File: src/rtl/mult_div_unit.sv
// mult_div_unit: iterative 32-bit multiply/divide unit (MULT, MULTU, DIV, DIVU) owning the
// architectural HI/LO registers. One operation takes 33 busy cycles followed by a one-cycle
// done pulse, at whose leading edge HI/LO are written.
//
// Optional feature: define MDU_MTHILO_EN to enable MTHI/MTLO writes through hi_we/lo_we/wd.
//
// Ports:
//   clk, rst_n       clock, asynchronous active-low reset
//   start, op        start request (sampled only when idle), 00=MULT 01=MULTU 10=DIV 11=DIVU
//   src_a, src_b     multiplicand/dividend, multiplier/divisor
//   hi_we, lo_we, wd MTHI/MTLO write enables and data
//   busy, done       operation in progress, one-cycle completion pulse
//   div_by_zero      qualified by done: divisor was zero
//   hi, lo           HI/LO registers
module mult_div_unit #(
    parameter int unsigned WIDTH = 32
) (
    input  logic             clk,
    input  logic             rst_n,
    input  logic             start,
    input  logic [1:0]       op,
    input  logic [WIDTH-1:0] src_a,
    input  logic [WIDTH-1:0] src_b,
    input  logic             hi_we,
    input  logic             lo_we,
    input  logic [WIDTH-1:0] wd,
    output logic             busy,
    output logic             done,
    output logic             div_by_zero,
    output logic [WIDTH-1:0] hi,
    output logic [WIDTH-1:0] lo
);

    localparam int unsigned CntW = $clog2(WIDTH);
    localparam logic [CntW-1:0] CntLast = CntW'(WIDTH - 1);

    typedef enum logic [1:0] {StIdle, StCalc, StFix} state_e;

    state_e state_q, state_d;

    logic [CntW-1:0]    cnt_q, cnt_d;
    logic               is_div_q, is_div_d;
    logic               neg_q, neg_d;        // product/quotient must be negated
    logic               a_neg_q, a_neg_d;    // remainder must be negated
    logic               dbz_q, dbz_d;
    logic [WIDTH-1:0]   a_q, a_d;            // |src_a|
    logic [WIDTH-1:0]   b_q, b_d;            // |src_b|
    logic [2*WIDTH-1:0] acc_q, acc_d;
    logic [WIDTH-1:0]   hi_q, hi_d, lo_q, lo_d;
    logic               done_q, done_d;
    logic               dbz_out_q, dbz_out_d;

    // Start-time operand conditioning
    logic             signed_op, a_neg, b_neg;
    logic [WIDTH-1:0] a_mag, b_mag;

    // Iteration datapath
    logic [WIDTH:0]     mul_sum;
    logic [2*WIDTH-1:0] mul_next;
    logic [WIDTH:0]     div_trial;
    logic               div_ge;
    logic [WIDTH-1:0]   div_diff, div_rem;
    logic [2*WIDTH-1:0] div_next;

    // Fix-up results
    logic [2*WIDTH-1:0] prod;
    logic [WIDTH-1:0]   quo, rem;

`ifndef MDU_MTHILO_EN
    logic unused_mthilo;
    assign unused_mthilo = ^{hi_we, lo_we, wd};
`endif

    // State register
    always_ff @(posedge clk or negedge rst_n) begin
        if (!rst_n) begin
            state_q <= StIdle;
        end else begin
            state_q <= state_d;
        end
    end

    // Next-state logic
    always_comb begin
        state_d = state_q;
        case (state_q)
            StIdle:  if (start) state_d = StCalc;
            StCalc:  if (cnt_q == CntLast) state_d = StFix;
            StFix:   state_d = StIdle;
            default: state_d = StIdle;
        endcase
    end

    // FSM outputs
    always_comb begin
        busy = (state_q != StIdle);
    end

    always_comb begin
        signed_op = ~op[0];
        a_neg     = signed_op & src_a[WIDTH-1];
        b_neg     = signed_op & src_b[WIDTH-1];
        a_mag     = a_neg ? -src_a : src_a;
        b_mag     = b_neg ? -src_b : src_b;

        // Shift-add: accumulator holds {partial product, remaining multiplier bits}
        mul_sum  = {1'b0, acc_q[2*WIDTH-1:WIDTH]} + {1'b0, a_q};
        mul_next = acc_q[0] ? {mul_sum, acc_q[WIDTH-1:1]} : {1'b0, acc_q[2*WIDTH-1:1]};

        // Restoring division: accumulator holds {remainder, dividend/quotient bits}.
        // When div_ge the true difference is below b_q, so a WIDTH-bit subtract suffices.
        div_trial = acc_q[2*WIDTH-1:WIDTH-1];
        div_ge    = div_trial >= {1'b0, b_q};
        div_diff  = div_trial[WIDTH-1:0] - b_q;
        div_rem   = div_ge ? div_diff : div_trial[WIDTH-1:0];
        div_next  = {div_rem, acc_q[WIDTH-2:0], div_ge};

        prod = neg_q ? -acc_q : acc_q;
        quo  = acc_q[WIDTH-1:0];
        rem  = acc_q[2*WIDTH-1:WIDTH];
    end

    always_comb begin
        cnt_d     = cnt_q;
        is_div_d  = is_div_q;
        neg_d     = neg_q;
        a_neg_d   = a_neg_q;
        dbz_d     = dbz_q;
        a_d       = a_q;
        b_d       = b_q;
        acc_d     = acc_q;
        hi_d      = hi_q;
        lo_d      = lo_q;
        done_d    = 1'b0;
        dbz_out_d = 1'b0;

        case (state_q)
            StIdle: begin
                if (start) begin
                    cnt_d    = '0;
                    is_div_d = op[1];
                    neg_d    = a_neg ^ b_neg;
                    a_neg_d  = a_neg;
                    dbz_d    = op[1] & (src_b == '0);
                    a_d      = a_mag;
                    b_d      = b_mag;
                    acc_d    = {{WIDTH{1'b0}}, op[1] ? a_mag : b_mag};
                end
`ifdef MDU_MTHILO_EN
                else begin
                    if (hi_we) hi_d = wd;
                    if (lo_we) lo_d = wd;
                end
`endif
            end
            StCalc: begin
                cnt_d = cnt_q + 1'b1;
                acc_d = is_div_q ? div_next : mul_next;
            end
            StFix: begin
                done_d = 1'b1;
                if (!is_div_q) begin
                    {hi_d, lo_d} = prod;
                end else if (dbz_q) begin
                    // Negating the magnitude recovers the raw dividend, including 0x80000000
                    hi_d      = a_neg_q ? -a_q : a_q;
                    lo_d      = '1;
                    dbz_out_d = 1'b1;
                end else begin
                    lo_d = neg_q ? -quo : quo;
                    hi_d = a_neg_q ? -rem : rem;
                end
            end
            default: ;
        endcase
    end

    always_ff @(posedge clk or negedge rst_n) begin
        if (!rst_n) begin
            cnt_q     <= '0;
            is_div_q  <= 1'b0;
            neg_q     <= 1'b0;
            a_neg_q   <= 1'b0;
            dbz_q     <= 1'b0;
            a_q       <= '0;
            b_q       <= '0;
            acc_q     <= '0;
            hi_q      <= '0;
            lo_q      <= '0;
            done_q    <= 1'b0;
            dbz_out_q <= 1'b0;
        end else begin
            cnt_q     <= cnt_d;
            is_div_q  <= is_div_d;
            neg_q     <= neg_d;
            a_neg_q   <= a_neg_d;
            dbz_q     <= dbz_d;
            a_q       <= a_d;
            b_q       <= b_d;
            acc_q     <= acc_d;
            hi_q      <= hi_d;
            lo_q      <= lo_d;
            done_q    <= done_d;
            dbz_out_q <= dbz_out_d;
        end
    end

    assign done        = done_q;
    assign div_by_zero = dbz_out_q;
    assign hi          = hi_q;
    assign lo          = lo_q;

endmodule

File: config.mk
export PLATFORM = sky130hd
export DESIGN_NAME = mult_div_unit
export DESIGN_NICKNAME = d
export VERILOG_FILES = /design/src/rtl/mult_div_unit.sv
export SDC_FILE = /design/constraint.sdc
export NUM_CORES = 1
export LEC_CHECK = 0
export CAP_MARGIN = 20
export CORE_MARGIN = 2
export CORE_UTILIZATION = 30
export CTS_CLUSTER_DIAMETER = 100
export DETAILED_ROUTE_END_ITERATION = 8
export PLACE_DENSITY = 0.57
export RECOVER_POWER = 50
export SYNTH_ARGS = -nofsm -noshare
export SYNTH_HDL_FRONTEND = slang
export SYNTH_SLANG_ARGS = --single-unit
File: constraint.sdc
create_clock -name clk -period 4.08 [get_ports clk]
set_input_delay 0.816 -clock clk [delete_from_list [all_inputs] [get_ports clk]]
set_output_delay 0.816 -clock clk [all_outputs]
set_load 0.02 [all_outputs]
**After elaboration in Yosys (flattened, before gate mapping)**

Cells that the tools add are included.

- Bits in registers: 205
- Latch bits: 0
- RAM bits: 0
- Memory bits (read-only): 0
- Bits of input ports: 103
- Output and inout bits: 67
- Logic and storage cells: 65
- Memories: 0

- Add/sub/neg operators: 9
- $mul: 0
- Divide/modulo/power cells: 0
- Order comparisons: 1
- Eq/ne operators: 5
- Shift operators: 0
- Muxes and demuxes: 25
- Bitwise gates (word level): 5
- Reduce and logical (&&, ||, !) cells: 7

Operators by type and width:

| kind | count |
|---|---|
| 32-bit two-way mux | 11 |
| 64-bit two-way mux | 4 |
| 32-bit negator | 5 |
| 64-bit case mux with 2 select lines | 1 |
| 64-bit negator | 1 |
| 32-bit by 32-bit adder with 33-bit output | 1 |
| 33-bit by 32-bit greater-or-equal comparator with 1-bit output | 1 |
| 32-bit logical NOT | 1 |
| 32-bit subtractor | 1 |
| 5-bit case mux with 2 select lines | 1 |
| 2-bit AND reduction | 3 |
| 5-bit by 1-bit adder with 5-bit output, second input constant | 1 |
| 5-bit == test, second input constant | 1 |
| 5-bit two-way mux | 1 |
| 1-bit two-way mux | 4 |
| 2-bit two-way mux | 2 |
| 2-bit inequality test, second input constant | 2 |
| 2-bit case mux with 2 select lines | 1 |
| 2-bit nonzero test | 2 |
| 1-bit bitwise AND | 3 |
| 2-bit by 1-bit == test with 1-bit output, second input constant | 1 |
| 2-bit == test, second input constant | 1 |
| 2-bit logical NOT | 1 |
| 1-bit inverter | 1 |
| 1-bit XOR | 1 |

**Longest topological paths before layout**

- Word-level depth: 6
- Mapped depth: 14
- Depth with buffers taken out: 13

**Worst setup path after synthesis**

Ideal clock, no wire load.

- Path type: input to register
- Start point: input port src_a[13]
- End point: register acc_q[29]
- Setup time: 0.126 ns
- Arrival: 3.026 ns
- Required time: 3.954 ns
- Setup slack: 0.928 ns
- Stages on the path: 9
- Path buffers: 0
- Path through: or4_4 or4_4 or3_4 nor2_4 a21oi_1 xnor2_1 a21oi_1 a21boi_1 a311o_1

- Cells in the longest elaborated chain, start to end: 5

Ends and longest elaborated chain:

| item | line | source |
|---|---|---|
| start: declaration | 22 | `input logic [WIDTH-1:0] src_a,` |
| 32-bit negator | 103 | `a_mag = a_neg ? -src_a : src_a;` |
| 32-bit two-way mux | 103 |  |
| 32-bit two-way mux | 147 | `acc_d = {{WIDTH{1'b0}}, op[1] ? a_mag : b_mag};` |
| 64-bit two-way mux | 139 | `if (start) begin` |
| 64-bit case mux with 2 select lines | 137 | `case (state_q)` |
| end signal: assignment | 187 | `acc_q <= '0;` |
| end signal: assignment | 200 | `acc_q <= acc_d;` |
| end: declaration | 48 | `logic [2*WIDTH-1:0] acc_q, acc_d;` |

Every way passes these cells. The select of a mux whose other input is x is not followed.
A chain may end at the register's enable or synchronous reset.

**Worst setup path after layout**

- Start point: register acc_q[32]
- End point: register acc_q[59]

- Cells in the longest elaborated chain, start to end: 4
- Elaborated cells between the ends (all ways): 7
- Those cells by class: 2 x add/sub; 1 x order compare; 4 x mux

Ends and longest elaborated chain:

| item | line | source |
|---|---|---|
| 32-bit by 32-bit adder with 33-bit output, or another cell as far along | 107 | `mul_sum = {1'b0, acc_q[2*WIDTH-1:WIDTH]} + {1'b0, a_q};` |
| 64-bit two-way mux or 32-bit two-way mux (tied branches) | 108, 115 |  |
| 64-bit two-way mux * | 158 | `acc_d = is_div_q ? div_next : mul_next;` |
| 64-bit case mux with 2 select lines * | 137 |  |

Mark *: on every way between the ends. The rest lies on a longest branch, timed or not.

==> flow_summary_export.csv <==
group,metric,value,unit
global_route,grt_pass1_wl,98.33,mm
synth,yosys.area_share.adder,5.363,%
placement,globalplace.congestion,0.9455,
sta,final-hold-violation-count,0,
placement,postPlaceCellArea,0.01958,mm²
global_route,gr-usage-met3,2.392,%
placement,io_buffer_count,135,
global_route,grt_start_max_net_pins,76,
pwr,vdd_drop_max,0.4441,mV
route,antenna_left,0,
synth,yosysWarnings,0,
global_route,vias_in_the_first_global_route,16070,
sta,setup_tns,0,ns
placement,dp.final_hpwl,50.59,mm
sta,finalSetupViolations,0,
synth,synthMostInstantiatedCell,"sky130_fd_sc_hd__nand2_1",
floorplan,fp-row-count,88,
cells_and_area,nNetsFinal,2436,
clock_tree,cts-htree-levels,1,
sta,fin_worst_hold_slack,0.2318,ns
critical_path,critical_path.startpoint,"acc_q[32]",
synth,synth-edff-count,0,
global_route,grt.overflow.total,0,
global_route,combined_global_route_utilization_of_all_metal_layers,21.14,%
route,wl_per_cell,21.15,µm
critical_path,path_max_fanout,10,
clock_tree,cts-resized-gates,0,
sta,max_freq,0.2679,GHz
global_route,grtUsageMet1,28.55,%
clock_tree,cell_at_the_root_of_the_clock_tree,"sky130_fd_sc_hd__clkbuf_16",
floorplan,dieWidth,244.2,µm
status,run_status,"complete, but fails checks",
route,drt_first_iter_violations,1423,
clock_tree,clock_slew_seen_by_the_registers_of_the_worst_setup_and_hold_paths,0.06,ns
pwr,pwr_density_cell,941.8,mW/mm²
synth,syn_area_per_cell,7.893,µm²
cells_and_area,area_delta_synth_final,17.77,%
sta,layout_setup_ws,0.3476,ns
pwr,leakage,8.145,nW
clock_tree,clock_tree_buf_depth,3,
clock_tree,cts_setup_buffers,0,
clock_tree,cts_buffers,25,
cells_and_area,post-route-cell-area,0.02039,mm²
route,routed-via-count,16689,
critical_path,criticalPathCategory,"flip-flop to flip-flop",
global_route,groute.layer.met2.usage,35.90,%
synth,compound_cell_area_share_of_the_yosys_netlist,25.07,%
cells_and_area,share_of_post_route_cells_with_drive_strength_above_1,7.068,%
floorplan,io-pin-count,170,
floorplan,die-height,244.2,µm
critical_path,setup.worst_path.end_class,"flip-flop",
floorplan,die_footprint,0.05964,mm²
min_path,hp-class,"primary input to async pin",
synth,synthXorXnorAreaFrac,11.54,%
sta,slew-limit-headroom,-39.63,%
synth,synth.area.top_cells,"sky130_fd_sc_hd__dfrtp_1, sky130_fd_sc_hd__o21ai_0, sky130_fd_sc_hd__a21oi_1",
synth,asyncSetResetFlopFracSynth,100.0,%
synth,post_synth_instance_area,0.01731,mm²
clock_tree,insertion_delay_of_the_later_clocked_pin_in_the_worst_skew_pair,0.56,ns
synth,synth-main-ff-cell,"sky130_fd_sc_hd__dfrtp_1",
critical_path,data_arrival_time_at_the_worst_slack_endpoint,4.18,ns
sta,finClkSkew,0.01052,ns
placement,preCtsSetupSlack,0.1541,ns
synth,synth_commonest_cells,"sky130_fd_sc_hd__nand2_1, sky130_fd_sc_hd__o21ai_0, sky130_fd_sc_hd__a21oi_1, sky130_fd_sc_hd__dfrtp_1, sky130_fd_sc_hd__nor2_1",
job,max_cap_violations,5,
route,drc,0,
route,routed_wirelength,64.41,mm
critical_path,worst_r2r_startpoint,"acc_q[32]",
global_route,number_of_antenna_violations_at_the_first_check_in_global_routing,0,
status,failed_checks,"max-capacitance violations, max-slew violations",
sta,final_min_period_over_clock_period,91.48,%
synth,yosys.area.top_type_share,29.63,%
route,drt-pass1-iter-count,6,
clock_tree,cts_hold_buffers,0,
sta,fin_crit,3.732,ns
critical_path,setup.worst_path.start_class,"flip-flop",
synth,synth_top_family_by_area,"compound AO/OA/AOI/OAI gates",
synth,seq_area_frac_synth,29.63,%
cells_and_area,fin_util,35.54,%
sta,finalMaxSlewViolations,259,
clock_tree,tritoncts,"yes",
synth,yosys.area_share.simple,18.49,%
synth,synth_nets,2369,
synth,yosysTopAreaCell,"sky130_fd_sc_hd__dfrtp_1",
route,drt-vias-per-instance,5.481,
synth,post_synth_mux_area_share,4.727,%
synth,number_of_library_cell_types_mapped_by_synthesis,85,
cells_and_area,n_fill_cell,5953,
synth,post_synth_inst_count,2193,
floorplan,initial_core_util,30.18,%
critical_path,required,4.53,ns
sta,worstMarginPinSlew,2.089,ns
clock_tree,clock_sink_count,205,
synth,synth_seq_cells,205,
floorplan,floorplan.core_area,0.05737,mm²
global_route,grt_busiest_layer,"met2",
sta,setup_repair_after_global_routing_missed_its_margin,"no",
cells in the final DEF (no fill, tap or decap), types with 55 or more instances in the layout:
cell                              netlist  final
sky130_fd_sc_hd__xnor2_1              111    111
sky130_fd_sc_hd__clkdlybuf4s50_1        0    125
sky130_fd_sc_hd__xor2_1               117    117
sky130_fd_sc_hd__buf_4                  1     55
sky130_fd_sc_hd__inv_1                 68     68
sky130_fd_sc_hd__ha_1                  71     71
sky130_fd_sc_hd__dfrtp_1              205    201
sky130_fd_sc_hd__mux2i_1               66     66
sky130_fd_sc_hd__a21oi_1              206    205
sky130_fd_sc_hd__o21ai_0              237    237
sky130_fd_sc_hd__nor2_1               146    146
sky130_fd_sc_hd__nand2_1              265    265
power breakdown:
| part | switching (mW) | total (mW) | internal, mW |
|---|---|---|---|
| sequential | 1.49 | 4.29 | 2.80 |
| combinational | 7.41 | 12.5 | 5.13 |
| clock | 0.977 | 2.36 | 1.39 |
| total | 9.88 | 19.2 | 9.32 |
logic make-up after synthesis:
group | Yosys count
adders and majority gates | 73
buffers and inverters | 230
muxes | 79
and+or+nand+nor | 670
DFF | 205
xor gates and xnor gates | 228
AOI/OAI and AO/OA | 708
area by class of cell:
class                           instances  area [µm²]  share of cell area [%]
Antenna cell                            2       5.005                 0.02455
Clock buffer                           34       729.5                   3.578
Clock inverter                         11       133.9                  0.6567
Inverter                               70       262.8                   1.289
Multi-Input combinational cell       1758       11310                   55.47
Sequential cell                       205        5135                   25.19
Tap cell                              765       957.2                   4.695
Timing Repair Buffer                  200        1856                   9.102
sequential cells by signal, indices dropped and copies added, names as in the netlist:
register and cells:
a_q 32, dbz_q 1, div_by_zero 1, is_div_q 1, neg_q 1, b_q 32
hi 32, cnt_q 5, done 1, state_q 2, lo 32, a_neg_q 1
acc_q 64
worst paths after layout:
kind / to / slack [ns] / cells after the start
max reg2reg: acc_q[59] / 0.35 / 10
max: acc_q[59] / 0.35 / 10
max in group asynchronous: is_div_q / 1.54 / 2
min reg2reg: hi[21] / 0.48 / 2
min in group clk: hi[21] / 0.48 / 2
min: acc_q[56] / 0.23 / 1
per-layer routing:
| layer | vias to the layer above | wire length, µm | part of all wire [%] |
|---|---|---|---|
| met5 | - | 0 | 0 |
| met4 | 0 | 1738 | 2.7 |
| met3 | 93 | 3264 | 5.1 |
| met2 | 495 | 30950 | 48 |
| met1 | 8113 | 28460 | 44 |
| li1 | 7988 | - | - |
stage by stage:
stage / std cells / power [mW]
after floorplan: 2193 / 12.74
after global placement: 2997 / 16.53
after detailed placement: 2998 / 16.68
after CTS: 3043 / 19.12
after global routing: 3043 / 20.65
final: 3045 / 19.20
critical path, stage by stage (launching register included):
cell                        delay [ns]
sky130_fd_sc_hd__dfrtp_1          0.64
sky130_fd_sc_hd__ha_1             0.34
sky130_fd_sc_hd__nor2b_1          0.15
sky130_fd_sc_hd__o31ai_1          0.54
sky130_fd_sc_hd__a2111oi_4        0.17
sky130_fd_sc_hd__o31ai_1          0.47
sky130_fd_sc_hd__o31ai_1          0.26
sky130_fd_sc_hd__a311oi_1         0.40
sky130_fd_sc_hd__xor2_1           0.20
sky130_fd_sc_hd__o211ai_1         0.11
sky130_fd_sc_hd__a32o_1           0.34
Note: power is estimated with default switching activity, not from simulation.
